<file path="src/rtl/mem_access_pkg.sv">
// rtl/mem_access_pkg.sv - shared op codes, bus types, FSM states and lane helpers for mem_access
package mem_access_pkg;

  typedef logic [7:0]  alu_op_t;
  typedef logic [31:0] reg_t;
  typedef logic [4:0]  reg_addr_t;

  localparam logic      RST_ENABLE    = 1'b1;
  localparam logic      WRITE_DISABLE = 1'b0;
  localparam reg_t      ZERO_WORD     = 32'h0000_0000;
  localparam reg_addr_t NOP_REG_ADDR  = 5'b00000;

  localparam alu_op_t EXE_LB_OP  = 8'b1110_0000;
  localparam alu_op_t EXE_LH_OP  = 8'b1110_0001;
  localparam alu_op_t EXE_LW_OP  = 8'b1110_0011;
  localparam alu_op_t EXE_LBU_OP = 8'b1110_0100;
  localparam alu_op_t EXE_LHU_OP = 8'b1110_0101;
  localparam alu_op_t EXE_SB_OP  = 8'b1110_1000;
  localparam alu_op_t EXE_SH_OP  = 8'b1110_1001;
  localparam alu_op_t EXE_SW_OP  = 8'b1110_1011;

  typedef enum logic [1:0] {
    MEM_IDLE = 2'd0,
    MEM_WAIT = 2'd1,
    MEM_DONE = 2'd2
  } mem_state_e;

  function automatic logic is_load(input alu_op_t op);
    return (op == EXE_LB_OP) || (op == EXE_LBU_OP) || (op == EXE_LH_OP) ||
           (op == EXE_LHU_OP) || (op == EXE_LW_OP);
  endfunction

  function automatic logic is_store(input alu_op_t op);
    return (op == EXE_SB_OP) || (op == EXE_SH_OP) || (op == EXE_SW_OP);
  endfunction

  function automatic logic is_half(input alu_op_t op);
    return (op == EXE_LH_OP) || (op == EXE_LHU_OP) || (op == EXE_SH_OP);
  endfunction

  function automatic logic is_word(input alu_op_t op);
    return (op == EXE_LW_OP) || (op == EXE_SW_OP);
  endfunction

  function automatic logic is_misaligned(input alu_op_t op, input logic [1:0] a);
    return (is_half(op) && a[0]) || (is_word(op) && (a != 2'b00));
  endfunction

  // Big-endian lanes: sel[3] covers data[31:24], which is byte address 0.
  function automatic logic [3:0] bus_sel_for(input alu_op_t op, input logic [1:0] a);
    logic [3:0] sel;
    sel = 4'b0000;
    if (is_word(op)) begin
      sel = 4'b1111;
    end else if (is_half(op)) begin
      sel = a[1] ? 4'b0011 : 4'b1100;
    end else if (is_load(op) || is_store(op)) begin
      sel = 4'b1000 >> a;
    end
    return sel;
  endfunction

  function automatic reg_t bus_wdata_for(input alu_op_t op, input reg_t rt);
    reg_t d;
    case (op)
      EXE_SB_OP: d = {4{rt[7:0]}};
      EXE_SH_OP: d = {2{rt[15:0]}};
      default:   d = rt;
    endcase
    return d;
  endfunction

endpackage

</file>
<file path="src/rtl/mem_access_load_align.sv">
// rtl/mem_access_load_align.sv - extracts the addressed load lane and sign/zero extends it
module mem_load_align
  import mem_access_pkg::*;
(
  input  logic [7:0]  aluop_i,
  input  logic [1:0]  addr_i,
  input  logic [31:0] rdata_i,
  output logic [31:0] data_o
);

  logic [7:0]  byte_lane;
  logic [15:0] half_lane;

  always_comb begin
    case (addr_i)
      2'b00:   byte_lane = rdata_i[31:24];
      2'b01:   byte_lane = rdata_i[23:16];
      2'b10:   byte_lane = rdata_i[15:8];
      default: byte_lane = rdata_i[7:0];
    endcase
    half_lane = addr_i[1] ? rdata_i[15:0] : rdata_i[31:16];
  end

  always_comb begin
    case (aluop_i)
      EXE_LB_OP:  data_o = {{24{byte_lane[7]}}, byte_lane};
      EXE_LBU_OP: data_o = {24'h000000, byte_lane};
      EXE_LH_OP:  data_o = {{16{half_lane[15]}}, half_lane};
      EXE_LHU_OP: data_o = {16'h0000, half_lane};
      default:    data_o = rdata_i;
    endcase
  end

endmodule

</file>
<file path="src/rtl/mem_access.sv">
// rtl/mem_access.sv - pipeline memory-access stage: load/store over a req/ack bus with stall
module mem_access
  import mem_access_pkg::*;
#(
  parameter int unsigned ACK_TIMEOUT = 255
) (
  input  logic        clk,
  input  logic        rst,
  input  logic [4:0]  mem_wd_i,
  input  logic        mem_wreg_i,
  input  logic [31:0] mem_wdata_i,
  input  logic [7:0]  mem_aluop_i,
  input  logic [31:0] mem_addr_i,
  input  logic [31:0] mem_reg2_i,
  input  logic [31:0] bus_rdata,
  input  logic        bus_ack,
  output logic [4:0]  mem_wd,
  output logic        mem_wreg,
  output logic [31:0] mem_wdata,
  output logic        bus_req,
  output logic        bus_we,
  output logic [31:0] bus_addr,
  output logic [3:0]  bus_sel,
  output logic [31:0] bus_wdata,
  output logic        stallreq,
  output logic        mem_err
);

  localparam logic        TIMEOUT_EN  = (ACK_TIMEOUT != 0);
  localparam logic [15:0] TIMEOUT_CNT = 16'(ACK_TIMEOUT);

  mem_state_e  state_q, state_d;
  logic [15:0] cnt_q, cnt_d;
  logic        err_q, err_d;
  reg_t        rdata_q, rdata_d;

  logic op_load, op_mem, misaligned;
  reg_t load_data;

  assign op_load    = is_load(mem_aluop_i);
  assign op_mem     = op_load || is_store(mem_aluop_i);
  assign misaligned = is_misaligned(mem_aluop_i, mem_addr_i[1:0]);

  // The stall freezes ex_mem, so these follow the inputs and stay stable during a transfer.
  assign bus_we    = is_store(mem_aluop_i);
  assign bus_addr  = {mem_addr_i[31:2], 2'b00};
  assign bus_sel   = bus_sel_for(mem_aluop_i, mem_addr_i[1:0]);
  assign bus_wdata = bus_wdata_for(mem_aluop_i, mem_reg2_i);

  mem_load_align u_load_align (
    .aluop_i (mem_aluop_i),
    .addr_i  (mem_addr_i[1:0]),
    .rdata_i (rdata_q),
    .data_o  (load_data)
  );

  always_ff @(posedge clk) begin
    if (rst == RST_ENABLE) begin
      state_q <= MEM_IDLE;
      cnt_q   <= 16'd0;
      err_q   <= 1'b0;
      rdata_q <= ZERO_WORD;
    end else begin
      state_q <= state_d;
      cnt_q   <= cnt_d;
      err_q   <= err_d;
      rdata_q <= rdata_d;
    end
  end

  always_comb begin
    state_d   = state_q;
    cnt_d     = cnt_q;
    err_d     = err_q;
    rdata_d   = rdata_q;
    mem_wd    = mem_wd_i;
    mem_wreg  = mem_wreg_i;
    mem_wdata = mem_wdata_i;
    bus_req   = 1'b0;
    stallreq  = 1'b0;
    mem_err   = 1'b0;

    // Outputs are forced while reset is held so an in-flight request drops immediately.
    if (rst == RST_ENABLE) begin
      mem_wd    = NOP_REG_ADDR;
      mem_wreg  = WRITE_DISABLE;
      mem_wdata = ZERO_WORD;
    end else begin
      case (state_q)
        MEM_IDLE: begin
          if (op_mem && misaligned) begin
            mem_wreg = WRITE_DISABLE;
            mem_err  = 1'b1;
          end else if (op_mem) begin
            bus_req  = 1'b1;
            stallreq = 1'b1;
            mem_wreg = WRITE_DISABLE;
            err_d    = 1'b0;
            if (bus_ack) begin
              rdata_d = bus_rdata;
              state_d = MEM_DONE;
            end else begin
              cnt_d   = 16'd1;
              state_d = MEM_WAIT;
            end
          end
        end
        MEM_WAIT: begin
          bus_req  = 1'b1;
          stallreq = 1'b1;
          mem_wreg = WRITE_DISABLE;
          if (bus_ack) begin
            rdata_d = bus_rdata;
            state_d = MEM_DONE;
          end else if (TIMEOUT_EN && (cnt_q == TIMEOUT_CNT)) begin
            err_d   = 1'b1;
            state_d = MEM_DONE;
          end else begin
            cnt_d = cnt_q + 16'd1;
          end
        end
        MEM_DONE: begin
          if (op_load) begin
            mem_wdata = load_data;
          end
          if (!op_load || err_q) begin
            mem_wreg = WRITE_DISABLE;
          end
          mem_err = err_q;
          err_d   = 1'b0;
          state_d = MEM_IDLE;
        end
        default: begin
          state_d = MEM_IDLE;
        end
      endcase
    end
  end

endmodule
</file>
<file path="config.mk">
export PLATFORM = sky130hd
export DESIGN_NAME = mem_access
export DESIGN_NICKNAME = d
export VERILOG_FILES = /design/src/rtl/mem_access_pkg.sv /design/src/rtl/mem_access_load_align.sv /design/src/rtl/mem_access.sv
export SDC_FILE = /design/constraint.sdc
export NUM_CORES = 1
export LEC_CHECK = 0
export BUFFER_PORTS_ARGS = -buffer_cell sky130_fd_sc_hd__buf_2
export CAP_MARGIN = 20
export CORE_MARGIN = 2
export CORE_UTILIZATION = 41
export DETAILED_ROUTE_END_ITERATION = 8
export GPL_TIMING_DRIVEN = 0
export HOLD_SLACK_MARGIN = 0.06
export PLACE_DENSITY_LB_ADDON = 0.08
export REMOVE_ABC_BUFFERS = 1
export SLEW_MARGIN = 20
export SYNTH_ARGS = -nofsm -noshare
export SYNTH_HDL_FRONTEND = slang
export SYNTH_SLANG_ARGS = --single-unit
</file>
<file path="constraint.sdc">
create_clock -name clk -period 3 [get_ports clk]
set_input_delay 0.9 -clock clk [delete_from_list [all_inputs] [get_ports clk]]
set_output_delay 0.9 -clock clk [all_outputs]
set_load 0.03 [all_outputs]
</file>
; ---- Word-level counts from Yosys, hierarchy flattened
; Index checks and enable logic that the tools add are counted.
[word_totals]
regBits = 51
latch_bits = 0
ram_bits = 0
mem_bits_ro = 0
input_bits = 145
out_inout_bits = 110
elab_cells = 96
memories = 0
[classes]
addsub = 1
n_mul = 0
n_div = 0
n_lt_le_gt_ge = 0
n_eq_ne = 20
n_shift = 1
muxes = 45
bitwise_logic = 0
reduce_logical = 25
[op_table]
columns = operator, n
row1 = 2-to-1 mux 32 bit, 6
row2 = case mux 32 bit (2 select lines), 2
row3 = case mux 32 bit (4 select lines), 1
row4 = 2-to-1 mux 16 bit, 6
row5 = == test 8 bit (second input constant), 8
row6 = case mux 16 bit (2 select lines), 1
row7 = case mux 8 bit (3 select lines), 1
row8 = adder 16 x 1 -> 16 bit (second input constant), 1
row9 = == test 16 x 8 -> 1 bit (second input constant), 1
row10 = 2-to-1 mux 4 bit, 4
row11 = 2-to-1 mux 1 bit, 13
row12 = logical OR 1 bit, 12
row13 = != test 2 bit (second input constant), 6
row14 = 2-to-1 mux 2 bit, 5
row15 = case mux 1 bit (3 select lines), 2
row16 = AND reduction 3 bit, 2
row17 = AND reduction 6 bit, 1
row18 = 2-to-1 mux 5 bit, 1
row19 = AND reduction 5 bit, 1
row20 = == test 2 x 1 -> 1 bit (second input constant), 2
row21 = == test 2 bit (second input constant), 2
row22 = zero test 2 bit, 2
row23 = case mux 1 bit (2 select lines), 2
row24 = case mux 2 bit (2 select lines), 1
row25 = 6 further kinds, 9

; ---- Longest topological paths before layout
[depth]
depth_word = 10
mapped_depth = 7
mapped_depth_nobuf = 5

; ---- Hierarchy
; From an unflattened synthesis, not the netlist that was laid out.
[unflattened]
cells_unflattened = 572
area_unflattened_um2 = 4509.3
[modules_own_cells]
columns = mod, n_inst, cells_each, area_each_um2, seq_area_each_um2
row1 = mem_access, 1, 459, 3543.4, 1021.0
row2 = mem_load_align, 1, 113, 965.9, 0.0

; ---- Least setup slack after synthesis
; Ideal clock, no wire load.
[synth_path]
path_type = input to output
startpoint = input port mem_aluop_i[0]
endpoint = output port mem_wdata[5]
arrival_time_ns = 2.889
required_ns = 2.100
path_slack_ns = -0.789
path_stages = 6
path_buffers = 2
cell_sequence = buf_4 nand2b_1 a2111oi_4 buf_6 nor2_1 nor4_1
[synth_via]
elab_chain_len = 8
elab_cells_between_ends = 13
cone_classes = eq/ne (5) / mux (4) / reduce/logical (4)
[synth_lines]
columns = item, line
row1 = start: declaration, mem_access.sv:12  ; input logic [7:0] mem_aluop_i,
row2 = == test 8 bit, "mem_access_pkg.sv:29, mem_access_load_align.sv:25"
row3 = logical OR 1 bit (3 in series), mem_access_pkg.sv:29  ; return (op == EXE_LB_OP) || (op == EXE_LBU_OP) || (op == EXE_LH_OP) ||
row4 = logical OR 1 bit, mem_access_pkg.sv:30  ; (op == EXE_LHU_OP) || (op == EXE_LW_OP);
row5 = 2-to-1 mux 32 bit *, mem_access.sv:123  ; if (op_load) begin
row6 = 2-to-1 mux 32 bit *, mem_access.sv:89  ; case (state_q)
row7 = 2-to-1 mux 32 bit *, mem_access.sv:84  ; if (rst == RST_ENABLE) begin
row8 = end: declaration, mem_access.sv:19  ; output logic [31:0] mem_wdata,
; Every way passes the cells marked *; elsewhere a longest branch is shown, timed or not.

; ---- Worst setup path after layout
[layout_path]
startpoint = input port mem_aluop_i[4]
endpoint = output port mem_wdata[12]
; The elaborated chain is that of the path after synthesis.

==> results.md <==
* Outcome: complete, but fails checks
* Failing checks: negative setup slack
* WP buf/inv at 5
* Final nets at 887
* Largest net degree at the start of global routing at 53
* Critical path arrival at 2.45 ns
* Share of the clock period used by the worst path at 112%
* R2R depth at 4
* Ys flop type: dfxtp_1
* CTS tree: done
* Final Skew at 0.0148 ns
* Routed wl met3 at 1.54 mm
* Reg clk slew, reported paths at 0.11 ns
* Setup TNS at -15.64 ns
* Post-CTS Hold Buffers at 0
* Final setup margin at -0.346 ns
* Via count at 5135
* Worst path top cell family by delay: buffers and inverters
* Pwr Density at 256 nW/um^2
* Static Leakage at 2.68 nW
* Final wirelength at 17.1 mm
* Hpwl dp at 10.8 mm
* Metal-1 WL at 7.21 mm
* Hold depth at 2
* Num CTS Buffers at 5
* Hold crit path type: register to register
* Unrepaired setup endpoints after global routing: true
* VDD IR max at 0.215 mV
* Syn Area/Cell at 7.80 sq um
* Total track usage at 26.1%
* Clock Latency Late Sink at 0.32 ns
* Fin crit period at 3.35 ns
* Most frequent cells in the layout: 122 x buf_2, 86 x nand2_1, 54 x a21oi_1
* Crit path required time at 2.10 ns
* Critical Path End Type: output port
* Psw at 0.603 mW
* Fillers at 948
* Pre-antenna DRT Iters at 5
* IO Port Bufs at 192
* Max cap viols at 0
* Worst-path cell chain: buf_6, nand4b_4, buf_6, a2111oi_4, buf_6, buf_8, nand2_8, o31ai_4, buf_6
* Max-slew violations at 0
* Setup crit start kind: input pin
* Critical path fanouts, max at 7
* CTS sink count at 51
* Fraction of layout cells with a size suffix above 1 at 49.1%
* CP most frequent cell: buf_6
* Sw frac at 35.6%
* Final Setup Violations at 64
* Crit Path Class: input pin to output port
* Commonest non-fill, non-tap cell in the layout: buf_2
* Wire per inst at 19.4 microns
* Pre-CTS WS at -1.63 ns
* Row Count at 38
* Yosys cell types at 61
* I/O pin count at 255
* Tightest Pin Transition at 0.930 ns
* Cell taking the most area after synthesis: dfxtp_1
* Worst hold slack at 0.490 ns
* Die area at 11900 sq um
* Part of the power in the clock network at 26.3%
* DR iter-0 viols at 222
* CP peak stage delay at 0.28 ns
* Top layer reached by signal wires: met5
* Clk buf depth at 2
* Comb power frac at 33.3%
* Die W at 109 microns
* Cells after Synth at 579
* Antenna viol nets, final at 0
* Initial antenna violation count at 0
* Seq/Total Area, Yosys at 22.6%
* ANT cells at 0
* Seq pwr share at 40.4%
* Synth area leaders: dfxtp_1 23%, mux2i_1 11%, buf_4 7.6%
* Fmax at 0.299 GHz
* Critical path's slowest cell: o31ai_4
* GR Overflow Total at 0
* Top-area cell type share of the netlist area at 22.6%
* Die Ht at 109 microns
* Synth Register Bits at 51
* FFs w/ async S/R, synth at 0%
* Global-route wire length before repair at 24.0 mm
* Vias per inst at 5.82
* Vias in the first global route at 4655
* WL met2 at 8.11 mm
* Root buffer cell: clkbuf_8
* CP Depth at 9
* Core Region at 10800 sq um
* Routability congestion estimate at 0.881
* Internal power at 1.09 mW
* H-tree levels at 2
* DRC viols at 0
* Post-synth EDFFs at 0
* Final hold vios at 0
* Slew HR at 37.5%
* Area Overhead vs Synth at 46.8%
* YS warnings at 0
* Mapped Area at 4520 sq um
* Initial Util at 41.8%
==> worst paths after layout <==
path / to / slack, ns / from
worst max-delay path: mem_wdata[12] / -0.35 / mem_aluop_i[4]
worst max register to register: cnt_q[15] / 0.80 / cnt_q[8]
worst min register to register: rdata_q[12] / 0.49 / rdata_q[12]
worst min-delay path: rdata_q[12] / 0.49 / rdata_q[12]
==> routing by layer <==
metal	GRT usage, %	vias to the layer above
li1	-	2417
met3	7.47	22
met2	43.4	260
met1	33.4	2434
met4	4.85	2
met5	3.13	-
==> flip-flops by register name, summed over array words and instances, names as in the netlist <==
register	cells
cnt_q	16
err_q	1
rdata_q	32
state_q	2
==> Yosys cell counts (2+ instances only) <==
master / number
o31ai_1: 17
buf_2: 8
nand2b_1: 2
and2_1: 9
clkbuf_8: 2
nand4_1: 5
nor2b_1: 7
a21oi_1: 66
buf_6: 7
a211oi_2: 2
inv_1: 11
o21a_1: 8
mux2_2: 16
o211ai_1: 3
dfxtp_1: 51
buf_4: 46
nor3_1: 13
clkbuf_1: 20
mux2i_1: 49
o21ai_0: 45
nand3b_1: 2
a211o_1: 8
a2111o_1: 2
or3_2: 2
nand3_2: 2
nor4_1: 10
nor2_1: 15
a2111oi_4: 3
or4_1: 10
nand3_1: 14
or4_4: 2
nand2_1: 92
and4_1: 2
==> power by group through the flow <==
stage / Clock, mW / Sequential [mW] / Combinational, mW
after CTS: 0.452 / 0.684 / 0.518
after global placement: 0 / 0.699 / 0.416
after global routing: 0.473 / 0.685 / 0.598
after floorplan: 0 / 0.698 / 0.221
final: 0.446 / 0.685 / 0.564
after detailed placement: 0 / 0.700 / 0.422
==> cells by family after synthesis <==
group | share of synthesized area, %
AOI/OAI and AO/OA | 24.7
adders and majority gates | 0.277
buffers and inverters | 13.7
DFF | 22.6
muxes | 15.4
other | 0.0830
and+or+nand+nor | 23.3
==> layout make-up <==
class	count	area (sq um)	share of cell area, %
repair buffers	231	1830	27.6
flip-flops and latches	51	1020	15.4
clock inverters	3	27.5	0.415
inverters	12	57.6	0.868
well taps	140	175	2.64
multi-input cells	440	3450	52.0
clock buffers	5	68.8	1.04
==> stage by stage <==
stage               util, %  power, mW  instances  instance area [sq um]
finish                 61.4       1.69        882                   6630
global route           61.4       1.76        882                   6630
CTS                    56.9       1.65        863                   6150
detailed placement     47.8       1.12        833                   5160
global placement       47.1       1.12        828                   5080
floorplan                 -      0.920        496                   3950
==> worst reg2reg max path, stage by stage, from the launching register on <==
cell and delay (ns):
dfxtp_1 0.37, or4_4 0.58, nor4_2 0.82, or4_1 0.22, a21oi_1 0.06
==> timing repair <==
| item | 4_1_cts | 5_1_grt |
|---|---|---|
| gates cloned | 8 | 4 |
| setup buffers | 14 | 17 |
| gates resized for setup | 197 | 86 |
| setup endpoints to repair | 68 | 65 |
| pin swaps | 27 | 23 |
No activity file was read; power rests on OpenSTA's default activity.
